File: config.mk
export PLATFORM = sky130hd
export DESIGN_NAME = instr_dispatch
export DESIGN_NICKNAME = d
export VERILOG_FILES = /design/src/rtl/instr_dispatch_pkg.sv /design/src/rtl/instr_dispatch_watchdog.sv /design/src/rtl/instr_dispatch.sv
export SDC_FILE = /design/constraint.sdc
export NUM_CORES = 1
export LEC_CHECK = 0
export ABC_AREA = 0
export BUFFER_PORTS_ARGS = -buffer_cell sky130_fd_sc_hd__buf_2
export CORE_MARGIN = 2
export CORE_UTILIZATION = 45
export DETAILED_ROUTE_END_ITERATION = 16
export PLACE_DENSITY_LB_ADDON = 0.25
export SYNTH_ARGS = -nofsm -noshare
export SYNTH_HDL_FRONTEND = slang
export SYNTH_HIERARCHICAL = 1
export SYNTH_SLANG_ARGS = --single-unit
File: constraint.sdc
create_clock -name clk -period 4.4 [get_ports clk]
set_input_delay 0.22 -clock clk [delete_from_list [all_inputs] [get_ports clk]]
set_output_delay 0.22 -clock clk [all_outputs]
set_load 0.01 [all_outputs]
File: src/rtl/instr_dispatch_pkg.sv
// rtl/instr_dispatch_pkg.sv - shared states, opcode classes and class decode for instr_dispatch
//
// Purpose : sequencer state encoding, opcode-class constants and the
//           opcode-to-class decode used by the dispatch FSM.
// Ports   : none (package).
package instr_dispatch_pkg;

    typedef enum logic [2:0] {
        S_IDLE     = 3'd0,
        S_FETCH    = 3'd1,
        S_DECODE   = 3'd2,
        S_EXEC_ALU = 3'd3,
        S_EXEC_MOV = 3'd4,
        S_EXEC_LS  = 3'd5,
        S_HALT     = 3'd6,
        S_FAULT    = 3'd7
    } state_t;

    typedef enum logic [2:0] {
        CLS_NOP  = 3'd0,
        CLS_MOV  = 3'd1,
        CLS_LS   = 3'd2,
        CLS_HALT = 3'd3,
        CLS_ALU  = 3'd4
    } op_class_t;

    localparam logic [3:0] OP_NOP    = 4'b0000;
    localparam logic [3:0] OP_MOV_LO = 4'b0001;
    localparam logic [3:0] OP_MOV_HI = 4'b0011;
    localparam logic [3:0] OP_LS_LO  = 4'b0100;
    localparam logic [3:0] OP_LS_HI  = 4'b0111;
    localparam logic [3:0] OP_HALT   = 4'b1000;
    localparam logic [3:0] OP_ALU_LO = 4'b1001;
    localparam logic [3:0] OP_ALU_HI = 4'b1111;

    // Ranges are contiguous, so each test only needs the upper bound once
    // NOP and HALT have been peeled off.
    function automatic op_class_t op_class(input logic [3:0] op);
        op_class_t cls;
        if (op == OP_NOP)
            cls = CLS_NOP;
        else if (op == OP_HALT)
            cls = CLS_HALT;
        else if (op <= OP_MOV_HI)
            cls = CLS_MOV;
        else if (op <= OP_LS_HI)
            cls = CLS_LS;
        else
            cls = CLS_ALU;
        return cls;
    endfunction

endpackage

File: src/rtl/instr_dispatch_watchdog.sv
// rtl/instr_dispatch_watchdog.sv - per-phase watchdog counter with expiry flag
//
// Purpose : counts cycles spent in a supervised phase; flags expiry on the
//           cycle the count reaches TIMEOUT-1 while enabled.
// Ports   : clk       - clock, rising edge
//           rst       - synchronous active-high reset
//           i_clear   - restart the count at 0 (phase entry)
//           i_enable  - a supervised phase is active; count this cycle
//           o_expired - enabled and count == TIMEOUT-1
module dispatch_watchdog
    import instr_dispatch_pkg::*;
#(
    parameter int TIMEOUT = 32
) (
    input  logic clk,
    input  logic rst,
    input  logic i_clear,
    input  logic i_enable,
    output logic o_expired
);

    localparam int W = $clog2(TIMEOUT + 1);
    localparam logic [W-1:0] LAST = W'(TIMEOUT - 1);

    logic [W-1:0] r_cnt;

    always_ff @(posedge clk) begin
        if (rst)
            r_cnt <= '0;
        else if (i_clear)
            r_cnt <= '0;
        else if (i_enable)
            r_cnt <= r_cnt + 1'b1;
    end

    assign o_expired = i_enable && (r_cnt == LAST);

endmodule

File: src/rtl/instr_dispatch.sv
// rtl/instr_dispatch.sv - top-level fetch/decode/dispatch sequencer
//
// Purpose : drives fetch, decodes the opcode, hands control to one execution
//           FSM, waits for its done pulse, counts retirements, and guards
//           each FETCH/EXEC phase with a watchdog.
// Option  : DISPATCH_SINGLE_STEP_EN adds input step; one instruction per step.
// Ports   : clk, rst (sync active-high), run (level)
//           fullBitNum[15:0] - instruction register, [15:12] opcode
//           fetch_done, alu_done, mov_done, ls_done - done pulses
//           step             - single-step pulse (option only)
//           IF_active, alu_go, mov_go, ls_go - phase enables
//           busy, halted, fault - status; instr_count[CNT_W-1:0] - retired
module instr_dispatch
    import instr_dispatch_pkg::*;
#(
    parameter int TIMEOUT = 32,
    parameter int CNT_W   = 16
) (
    input  logic             clk,
    input  logic             rst,
    input  logic             run,
    input  logic [15:0]      fullBitNum,
    input  logic             fetch_done,
    input  logic             alu_done,
    input  logic             mov_done,
    input  logic             ls_done,
`ifdef DISPATCH_SINGLE_STEP_EN
    input  logic             step,
`endif
    output logic             IF_active,
    output logic             alu_go,
    output logic             mov_go,
    output logic             ls_go,
    output logic             busy,
    output logic             halted,
    output logic             fault,
    output logic [CNT_W-1:0] instr_count
);

    state_t          r_state;
    state_t          w_state_nxt;
    logic [3:0]      r_opcode;
    logic [CNT_W-1:0] r_count;
    logic            w_retire;
    logic            w_leave_idle;
    state_t          w_after_retire;
    logic            w_exec_done;
    logic            w_wd_en;
    logic            w_wd_clr;
    logic            w_wd_expired;
    op_class_t       w_dec_class;
    logic            w_unused_operand;

    assign w_unused_operand = ^fullBitNum[11:0];

`ifdef DISPATCH_SINGLE_STEP_EN
    assign w_leave_idle   = run && step;
    assign w_after_retire = S_IDLE;
`else
    assign w_leave_idle   = run;
    assign w_after_retire = run ? S_FETCH : S_IDLE;
`endif

    assign w_dec_class = op_class(fullBitNum[15:12]);

    // The latched opcode picks which done pulse counts; pulses from the
    // other execution FSMs are thereby ignored.
    always_comb begin
        w_exec_done = 1'b0;
        case (op_class(r_opcode))
            CLS_ALU: w_exec_done = alu_done;
            CLS_MOV: w_exec_done = mov_done;
            CLS_LS:  w_exec_done = ls_done;
            default: w_exec_done = 1'b0;
        endcase
    end

    assign w_wd_en = (r_state == S_FETCH) || (r_state == S_EXEC_ALU) ||
                     (r_state == S_EXEC_MOV) || (r_state == S_EXEC_LS);

    // Restart the watchdog on every entry into a supervised phase, including
    // EXEC -> FETCH, but not while staying in the same phase.
    assign w_wd_clr = (w_state_nxt != r_state) &&
                      ((w_state_nxt == S_FETCH) || (w_state_nxt == S_EXEC_ALU) ||
                       (w_state_nxt == S_EXEC_MOV) || (w_state_nxt == S_EXEC_LS));

    dispatch_watchdog #(
        .TIMEOUT (TIMEOUT)
    ) u_watchdog (
        .clk       (clk),
        .rst       (rst),
        .i_clear   (w_wd_clr),
        .i_enable  (w_wd_en),
        .o_expired (w_wd_expired)
    );

    always_ff @(posedge clk) begin
        if (rst)
            r_state <= S_IDLE;
        else
            r_state <= w_state_nxt;
    end

    // Done is tested before expiry so a done on the last allowed cycle wins.
    always_comb begin
        w_state_nxt = r_state;
        w_retire    = 1'b0;
        case (r_state)
            S_IDLE: begin
                if (w_leave_idle)
                    w_state_nxt = S_FETCH;
            end
            S_FETCH: begin
                if (fetch_done)
                    w_state_nxt = S_DECODE;
                else if (w_wd_expired)
                    w_state_nxt = S_FAULT;
            end
            S_DECODE: begin
                case (w_dec_class)
                    CLS_NOP: begin
                        w_retire    = 1'b1;
                        w_state_nxt = w_after_retire;
                    end
                    CLS_HALT: begin
                        w_retire    = 1'b1;
                        w_state_nxt = S_HALT;
                    end
                    CLS_MOV: w_state_nxt = S_EXEC_MOV;
                    CLS_LS:  w_state_nxt = S_EXEC_LS;
                    default: w_state_nxt = S_EXEC_ALU;
                endcase
            end
            S_EXEC_ALU, S_EXEC_MOV, S_EXEC_LS: begin
                if (w_exec_done) begin
                    w_retire    = 1'b1;
                    w_state_nxt = w_after_retire;
                end else if (w_wd_expired) begin
                    w_state_nxt = S_FAULT;
                end
            end
            S_HALT:  w_state_nxt = S_HALT;
            S_FAULT: w_state_nxt = S_FAULT;
            default: w_state_nxt = S_IDLE;
        endcase
    end

    always_ff @(posedge clk) begin
        if (rst)
            r_opcode <= 4'b0000;
        else if (r_state == S_DECODE)
            r_opcode <= fullBitNum[15:12];
    end

    always_ff @(posedge clk) begin
        if (rst)
            r_count <= '0;
        else if (w_retire)
            r_count <= r_count + 1'b1;
    end

    assign IF_active   = (r_state == S_FETCH);
    assign alu_go      = (r_state == S_EXEC_ALU);
    assign mov_go      = (r_state == S_EXEC_MOV);
    assign ls_go       = (r_state == S_EXEC_LS);
    assign busy        = (r_state != S_IDLE) && (r_state != S_HALT) && (r_state != S_FAULT);
    assign halted      = (r_state == S_HALT);
    assign fault       = (r_state == S_FAULT);
    assign instr_count = r_count;

endmodule

==> results of run 1 <==
[cell type report]
| type | instances | area (um2) | area share (%) |
|---|---|---|---|
| Clock buffer | 8 | 48.8 | 2.65 |
| Multi-Input combinational cell | 150 | 961 | 52.1 |
| Tap cell | 46 | 57.6 | 3.12 |
| Inverter | 8 | 30.0 | 1.63 |
| Sequential cell | 29 | 581 | 31.5 |
| Timing Repair Buffer | 33 | 165 | 8.96 |
[critical path: cells and delay by family (launching register included)]
family | cells | cell delay, ns
compound gates | 3 | 0.72
flops | 1 | 0.62
simple gates | 7 | 1.51
[routing by layer]
metal / vias to the layer above / track usage (%) / routed length (um)
met3: 2 / 5.99 / 222
met1: 718 / 23.0 / 1530
met4: 0 / 6.52 / 20
li1: 779 / - / -
met5: - / 0 / 0
met2: 46 / 28.5 / 1550
[final timing paths]
check                                    start                          endpoint  slack (ns)  cells after the start
setup / recovery         r_state[0]$_SDFF_PP0_  u_watchdog/r_cnt[2]$_SDFFE_PP0P_        1.43                     10
setup reg to reg         r_state[0]$_SDFF_PP0_  u_watchdog/r_cnt[2]$_SDFFE_PP0P_        1.43                     10
hold / removal                  fullBitNum[15]          r_opcode[3]$_SDFFE_PP0P_        0.20                      3
hold reg to reg   instr_count[15]$_SDFFE_PP0P_      instr_count[15]$_SDFFE_PP0P_        0.48                      2
[registers in the layout, indices dropped and copies added, names as in the netlist]
register	count
instr_count	16
r_opcode	4
r_state	3
u_watchdog/r_cnt	6
[through the flow]
stage               total power (W)  utilization [%]  cells
floorplan                  0.000334                -    198
global placement           0.000352             52.9    266
detailed placement         0.000352             52.9    266
CTS                        0.000502             54.4    274
global route               0.000528             54.4    274
finish                     0.000494             54.4    274
[kinds of logic (layout without fill, tap and decap cells)]
group	after synthesis	after routing	synth area share, %
xor+xnor	5	5	2.70
flops	29	29	35.8
compound gates	48	48	21.1
mux	9	9	5.71
buf+inv	19	49	5.01
fa+ha+maj	2	2	1.54
simple gates	86	86	28.1
[power by group]
part / total (W) / leakage (nW) / internal [W] / switching [W]
Sequential: 0.000278 / 0.234 / 0.000267 / 0.0000105
Clock: 0.000149 / 0.0265 / 0.0000636 / 0.0000854
Combinational: 0.0000674 / 0.463 / 0.0000299 / 0.0000375
Total: 0.000494 / 0.724 / 0.000361 / 0.000133
[cells in the final DEF, fill, tap and decap left out, types with 2 or more instances in the layout]
cell                       count
sky130_fd_sc_hd__buf_2        33
sky130_fd_sc_hd__dfxtp_1      29
sky130_fd_sc_hd__nor2_1       28
sky130_fd_sc_hd__a21oi_1      17
sky130_fd_sc_hd__nand2_1      14
sky130_fd_sc_hd__o31ai_1      11
sky130_fd_sc_hd__or4_1        10
sky130_fd_sc_hd__inv_1         8
sky130_fd_sc_hd__mux2i_1       7
sky130_fd_sc_hd__nand3_1       6
sky130_fd_sc_hd__nor3_1        5
sky130_fd_sc_hd__o21ai_0       5
sky130_fd_sc_hd__clkbuf_4      5
sky130_fd_sc_hd__nor2b_1       4
sky130_fd_sc_hd__or3_1         4
sky130_fd_sc_hd__nand4_1       4
sky130_fd_sc_hd__xor2_1        4
sky130_fd_sc_hd__clkbuf_1      3
sky130_fd_sc_hd__and3_1        2
sky130_fd_sc_hd__a21o_1        2
sky130_fd_sc_hd__mux2_2        2
sky130_fd_sc_hd__ha_1          2
==> implementation parameters, run 1 <==
Parameter                              Value

Critical path
  Critical Path, Cell by Cell ... nand2_1, nand2_1, nand4_1, nor3b_1, nor2_1, a211oi_1, o2bb2ai_1, a221oi_1, or2_2, nor2_1
  Critical path type ... reg2reg
  Peak fanout along the critical path ... 15
  Startpoint class of the critical path ... flip-flop
  Worst EP arrival ... between 3 and 4 ns
  Peak per-stage delay on the critical path ... 0.69 ns
  Slowest stage cell, crit path ... sky130_fd_sc_hd__nor3b_1
  Nature of the critical path endpoint ... flip-flop
  Required time at the worst-slack endpoint ... 4.62 ns

Floorplanning
  Die outline height ... 64.1 um
  Initial Util ... a little under half
  Area of the core region ... 3390 um2
  Std cell rows ... 21
  Top-Level Pins ... 46
  Overall die area ... 4100 um2
  Width of the die ... 64.1 um

Synth
  Syn avg cell area ... 8.20 um2
  Cell with the most instances after synthesis ... sky130_fd_sc_hd__dfxtp_1
  Mapped cell area ... 1620 um2
  Proportion of register bits with asynchronous set or reset after synthesis ... 0%
  Number of synthesis warnings ... 6
  Ranking of synthesized cells by area ... sky130_fd_sc_hd__dfxtp_1 36%, sky130_fd_sc_hd__nor2_1 6.5%, sky130_fd_sc_hd__a21oi_1 5.2%
  Cell type with the highest aggregate area in the netlist ... sky130_fd_sc_hd__dfxtp_1
  Count of unique library cells instantiated by Yosys ... 46
  Flop and latch count out of synthesis ... 29
  Total nets after synthesis ... around 220
  Part of the Yosys area used for sequential elements ... 35.8%
  Post-synth top flop ... sky130_fd_sc_hd__dfxtp_1
  Gate count of the mapped netlist ... 198
  Commonest cells in the synthesized netlist ... 29 x sky130_fd_sc_hd__dfxtp_1, 28 x sky130_fd_sc_hd__nor2_1, 17 x sky130_fd_sc_hd__a21oi_1, 14 x sky130_fd_sc_hd__nand2_1, 11 x sky130_fd_sc_hd__o31ai_1
  Number of flops mapped to enable cells by yosys ... 0
  Proportion of netlist area held by the largest area contributor ... ~36%

Power and ir drop
  Leak pwr ... 0.724 nW
  Power density relative to cell area ... 268 nW/um2
  Max IR drop VDD ... 0.000160 V

Clocking
  Clock Root Buffer ... sky130_fd_sc_hd__clkbuf_4
  Clock tree from TritonCTS ... done
  Clock insertion delay at the later pin of the skew report ... 0.32 ns
  Total CTS buffers ... 5
  Clock-pin slew on the worst setup and hold paths ... roughly 0.080 ns
  Number of H-tree branching levels ... 2
  Post-cts resize count ... 0
  Hold Buf Count CTS ... 0
  Maximum clock path buffer count ... 2
  Clk sinks ... 29
  Post-CTS setup buffer count ... 0

Outcome
  Outcome ... finished clean

STA
  Worst hold slack after final layout ... 0.198 ns
  Achievable clock frequency ... 337 MHz
  Setup violation total in the final timing report ... 0
  Layout Skew ... 0.00633 ns
  RSZ-0062 raised after global routing ... no
  Post-route minimum period ... between 2 and 3 ns
  Transition time at the pin with the least slew margin ... approximately 0.79 ns
  Ratio of final minimum period to clock period ... 67.5%
  Relative slew slack ... 47.5%
  Setup TNS ... 0 ns
  Slew Limit Fails ... 0
  Setup slack after layout ... 1.43 ns
  Fin. Hold Viols ... 0

Min path
  Class of the worst hold path ... in2reg

Layout
  Post-route standard cell area excluding fillers ... 1840 um2
  Fill count ... 326
  Fraction of layout instances using a drive strength above 1 ... slightly above 20%
  Number of diodes added for antenna fixing ... 0
  Final #Nets ... 252
  Layout overhead on the synthesized area ... 13.6%

Place
  Worst slack at placement ... 1.49 ns
  Dpl cell area ... 1790 um2
  Number of buffers added on ports ... 33
  Post-detailed-placement half-perimeter wirelength ... between 2000 and 2500 um
  Weighted congestion at the end of routability-driven global placement ... approximately 0.78

Route
  Drt first pass iters ... 4
  WL/cell ... roughly 12 um
  Iteration-0 DRC count of the detailed router ... 73
  Wirelength, routed ... ~3300 um
  Number of remaining DRC errors ... 0
  Antenna Violating Nets Remaining ... 0
  Total via count after detailed routing ... 1545
  Via/cell ratio ... about 5.6

Job
  Max capacitance violation total ... 0

GRT
  Global-route wire length before repair ... 5840 um
  Global-route congestion overflow total ... 0
  Overall Global Routing Usage ... 18.1%
  Antenna violations before repair ... 0
  Number of global-route vias before repair ... between 1000 and 1500
  Maximum number of pins on one net before global-route repair ... 29
Note: power is estimated with default switching activity, not from simulation.
==> run 2, diff against run 1 <==
--- a/config.mk
+++ b/config.mk
@@ -5,7 +5,7 @@
 export SDC_FILE = /design/constraint.sdc
 export NUM_CORES = 1
 export LEC_CHECK = 0
-export ABC_AREA = 0
+export ABC_AREA = 1
 export BUFFER_PORTS_ARGS = -buffer_cell sky130_fd_sc_hd__buf_2
 export CORE_MARGIN = 2
 export CORE_UTILIZATION = 45
==> constraint.sdc (replaced) <==
create_clock -name clk -period 3 [get_ports clk]
set_input_delay 0.15 -clock clk [delete_from_list [all_inputs] [get_ports clk]]
set_output_delay 0.15 -clock clk [all_outputs]
set_load 0.01 [all_outputs]
==> run 2 against run 1 <==
Via count increased by 4.1%; register-to-register slack got worse by 0.92 ns; global-route usage decreased by 0.35 points; sequential power increased by 44%; worst setup slack got worse by 0.92 ns; largest cell class unchanged.
==> implementation parameters, run 2 <==
Parameter                              Value

Synth
  Post-synth top flop ... sky130_fd_sc_hd__dfxtp_1
  Post-synthesis compound-gate area fraction ... 10.9% (-10 points)
  Ranking of synthesized cells by area ... sky130_fd_sc_hd__dfxtp_1 34%, sky130_fd_sc_hd__nand2_1 16%, sky130_fd_sc_hd__nor2_1 7.5%
  Total nets after synthesis ... 280 (+26%)
  Number of flops mapped to enable cells by yosys ... 0 (unchanged)
  Multiplexer share of the synthesized area ... 0% (-5.7 points)
  Dominant combinational cell family by area after synthesis ... simple AND/OR/NAND/NOR gates
  Cell type with the highest aggregate area in the netlist ... sky130_fd_sc_hd__dfxtp_1
  Post-synthesis adder-cell area fraction ... 1.47% (-0.067 points)
  Count of unique library cells instantiated by Yosys ... 29 (-37%)
  Mapped cell area ... 1700 um2 (+4.5%)
  Cell with the most instances after synthesis ... sky130_fd_sc_hd__nand2_1
  Flop and latch count out of synthesis ... 29 (unchanged)
  Proportion of netlist area held by the largest area contributor ... 34.2% (-1.6 points)
  Proportion of register bits with asynchronous set or reset after synthesis ... 0% (unchanged)
  Simple-gate share of the synthesized area ... 41.8% (+14 points)
  Part of the Yosys area used for sequential elements ... 34.2% (-1.6 points)
  Commonest cells in the synthesized netlist ... 72 x sky130_fd_sc_hd__nand2_1, 34 x sky130_fd_sc_hd__nor2_1, 29 x sky130_fd_sc_hd__dfxtp_1, 29 x sky130_fd_sc_hd__inv_1, 21 x sky130_fd_sc_hd__a21oi_1
  Syn avg cell area ... 6.65 um2 (-19%)
  Number of synthesis warnings ... 6 (unchanged)
  Synthesized-area fraction occupied by xor and xnor cells ... 1.03% (-1.7 points)
  Gate count of the mapped netlist ... 255 (+29%)

Layout
  Number of diodes added for antenna fixing ... 0 (unchanged)
  Final Instance Count excl. Fillers ... 339 (+24%)
  Post-route standard cell area excluding fillers ... 1970 um2 (+7.1%)
  Leading cell types in the layout, fill and taps excluded ... 72 x sky130_fd_sc_hd__nand2_1, 34 x sky130_fd_sc_hd__nor2_1, 33 x sky130_fd_sc_hd__buf_2, 29 x sky130_fd_sc_hd__inv_1, 29 x sky130_fd_sc_hd__dfxtp_1
  Leading cell type in the layout, fill and taps excluded ... sky130_fd_sc_hd__nand2_1
  Final #Nets ... 316 (+25%)
  Number of flip-flops in the largest register ... 16 (unchanged)
  Fraction of layout instances using a drive strength above 1 ... 22.3% (+2.2 points)
  Layout overhead on the synthesized area ... 16.4%

Critical path
  Startpoint class of the critical path ... flip-flop
  Reg-to-Reg End ... u_watchdog/r_cnt[1]$_SDFFE_PP0P_
  Setup crit start ... r_state[1]$_SDFF_PP0_
  Slowest stage cell, crit path ... sky130_fd_sc_hd__dfxtp_1
  Number of stages on the worst setup path ... 19 (+9)
  Critical path type ... reg2reg
  Peak fanout along the critical path ... 8 (-7)
  Worst Path Buf+Inv ... 1 (+1)
  Worst setup path end ... u_watchdog/r_cnt[1]$_SDFFE_PP0P_
  Minimum setup slack among reg-to-reg paths ... 0.52 ns (-0.92 ns)
  Nature of the critical path endpoint ... flip-flop
  Reg2reg start ... r_state[1]$_SDFF_PP0_
  Worst Reg2Reg Path Length in Cells ... 19 (+9)
  Critical path's top delay family ... simple AND/OR/NAND/NOR gates
  Worst EP arrival ... 2.69 ns (-0.50 ns)
  Critical Path, Cell by Cell ... inv_2, nand2_2, nand2_1, nand3_2, nor2_2, nand2_1, nor2_1, nor2_1, nor3_1, nor2_1, nand2_1, nand2_1, nand2_1, nand3_1, nor2_1, nor2_1, nor2_4, o21ai_0, a21oi_1
  Required time at the worst-slack endpoint ... 3.21 ns (-1.41 ns)
  Peak per-stage delay on the critical path ... 0.41 ns (-0.28 ns)

Floorplanning
  Std cell rows ... 22 (+4.8%)
  Width of the die ... 65.4 um (+2.1%)
  Initial Util ... 46.7% (-1.2 points)
  Die outline height ... 65.4 um (+2.1%)
  Overall die area ... 4280 um2 (+4.3%)
  Area of the core region ... 3630 um2 (+7.2%)
  Top-Level Pins ... 46 (unchanged)

STA
  Setup violation total in the final timing report ... 0 (unchanged)
  Layout Skew ... 0.00174 ns (-0.00459 ns)
  Slew Limit Fails ... 0 (unchanged)
  Achievable clock frequency ... 402 MHz (+19%)
  Relative slew slack ... 76.8% (+29 points)
  Fin. Hold Viols ... 0 (unchanged)
  Post-route minimum period ... 2.48 ns (-0.484 ns)
  Ratio of final minimum period to clock period ... 82.8% (+15 points)
  Worst hold slack after final layout ... 0.137 ns (-0.0610 ns)
  Setup TNS ... 0 ns (unchanged)
  Transition time at the pin with the least slew margin ... 0.348 ns (-0.438 ns)
  RSZ-0062 raised after global routing ... no

Clocking
  Clock tree from TritonCTS ... done
  Maximum clock path buffer count ... 2 (unchanged)
  Clock-pin slew on the worst setup and hold paths ... 0.06 ns (-0.02 ns)
  Post-CTS setup buffer count ... 0 (unchanged)
  Number of H-tree branching levels ... 2 (unchanged)
  Clock Root Buffer ... sky130_fd_sc_hd__clkbuf_8
  Clk sinks ... 29 (unchanged)
  Clock insertion delay at the later pin of the skew report ... 0.27 ns (-0.05 ns)
  Total CTS buffers ... 5 (unchanged)
  Hold Buf Count CTS ... 0 (unchanged)
  Post-cts resize count ... 0 (unchanged)

Power and ir drop
  Leak pwr ... 0.949 nW (+31%)
  Power density relative to cell area ... 412 nW/um2 (+53%)
  Max IR drop VDD ... 0.000286 V (+79%)

Route
  Total via count after detailed routing ... 1608 (+4.1%)
  WL/cell ... 9.93 um (-18%)
  Iteration-0 DRC count of the detailed router ... 101 (+38%)
  Number of remaining DRC errors ... 0 (unchanged)
  Drt first pass iters ... 4 (unchanged)
  Wirelength, routed ... 3370 um (+1.4%)
  Via/cell ratio ... 4.74 (-16%)
  Antenna Violating Nets Remaining ... 0 (unchanged)

GRT
  Overall Global Routing Usage ... 17.8% (-0.35 points)
  Global-route congestion overflow total ... 0 (unchanged)
  Antenna violations before repair ... 0 (unchanged)
  Global-route wire length before repair ... 5950 um (+1.9%)
  Met3 routing resource usage after global routing ... 4.62% (-1.4 points)
  Global-route track usage on met1 ... 24.1% (+1.1 points)
  Number of global-route vias before repair ... 1361 (+0.59%)
  Maximum number of pins on one net before global-route repair ... 14 (-52%)
  Routing layer with the top usage in global route ... met2
  Met2 track demand over resource in global routing ... 27.2% (-1.3 points)

Place
  Weighted congestion at the end of routability-driven global placement ... 0.860 (+9.7%)
  Post-detailed-placement half-perimeter wirelength ... 2620 um (+10%)
  Dpl cell area ... 1890 um2 (+5.2%)
  Placed cells ... 332 (+25%)
  Number of buffers added on ports ... 33 (unchanged)

Min path
  Class of the worst hold path ... in2reg

Outcome
  Outcome ... finished clean

Job
  Max capacitance violation total ... 0 (unchanged)
[run 2: cell types whose count changed in the layout (fill, tap and decap cells not counted), sizes merged, moves of 5 or more]
cell,previous run,this run
nand2,14,77
inv,8,34
nand3,6,20
nor2,28,39
o31ai,11,0
or4,10,0
mux2i,7,0
o21ai,5,12
a21oi,17,22
[run 2: where the power goes]
part            total, W  switching, W  internal [W]
clock network   0.000319      0.000137      0.000181
registers       0.000400    0.00000778      0.000393
logic          0.0000935     0.0000590     0.0000345
total           0.000813      0.000204      0.000609
[run 2: per-layer routing]
metal	part of all wire, %	wire, um
met1	49	1650
met4	1.2	40
met2	46	1540
met3	4.1	137
met5	0	0
[run 2: how the worst min path moves through the flow]
stage	from	end	slack, ns	cells after the start
2_1_floorplan	rst	instr_count[10]$_SDFFE_PP0P_	0.22	1
3_3_place_gp	fullBitNum[13]	r_opcode[1]$_SDFFE_PP0P_	0.42	3
3_5_place_dp	fullBitNum[13]	r_opcode[1]$_SDFFE_PP0P_	0.43	3
4_1_cts	fullBitNum[13]	r_opcode[1]$_SDFFE_PP0P_	0.14	3
5_1_grt	fullBitNum[12]	r_opcode[0]$_SDFFE_PP0P_	0.16	3
6_report	fullBitNum[13]	r_opcode[1]$_SDFFE_PP0P_	0.14	3
[run 2: cell type report]
| cell class | count | area [um2] |
|---|---|---|
| Clock buffer | 7 | 86.3 |
| Fill cell | 393 | 1660 |
| Inverter | 34 | 138 |
| Multi-Input combinational cell | 187 | 937 |
| Sequential cell | 29 | 581 |
| Tap cell | 48 | 60.1 |
| Timing Repair Buffer | 34 | 173 |
[run 2: cells by family (layout without fill, tap and decap cells)]
logic type | after synthesis | after routing
simple gates | 148 | 148
buf+inv | 39 | 75
compound gates | 35 | 35
flops | 29 | 29
fa+ha+maj | 2 | 2
xor+xnor | 2 | 2
[run 2: tightest hold or removal path: stages]
cell	delay [ns]
sky130_fd_sc_hd__buf_2	0.11
sky130_fd_sc_hd__nand2_1	0.06
sky130_fd_sc_hd__a21oi_1	0.05
[run 2: per-stage QoR]
step / utilization (%) / setup WS [ns] / power, W
2_1_floorplan: - / 0.845 / 0.000479
3_3_place_gp: 52.0 / 0.523 / 0.000501
3_5_place_dp: 52.0 / 0.520 / 0.000502
4_1_cts: 54.3 / 0.495 / 0.000825
5_1_grt: 54.3 / 0.152 / 0.000853
6_report: 54.3 / 0.515 / 0.000813
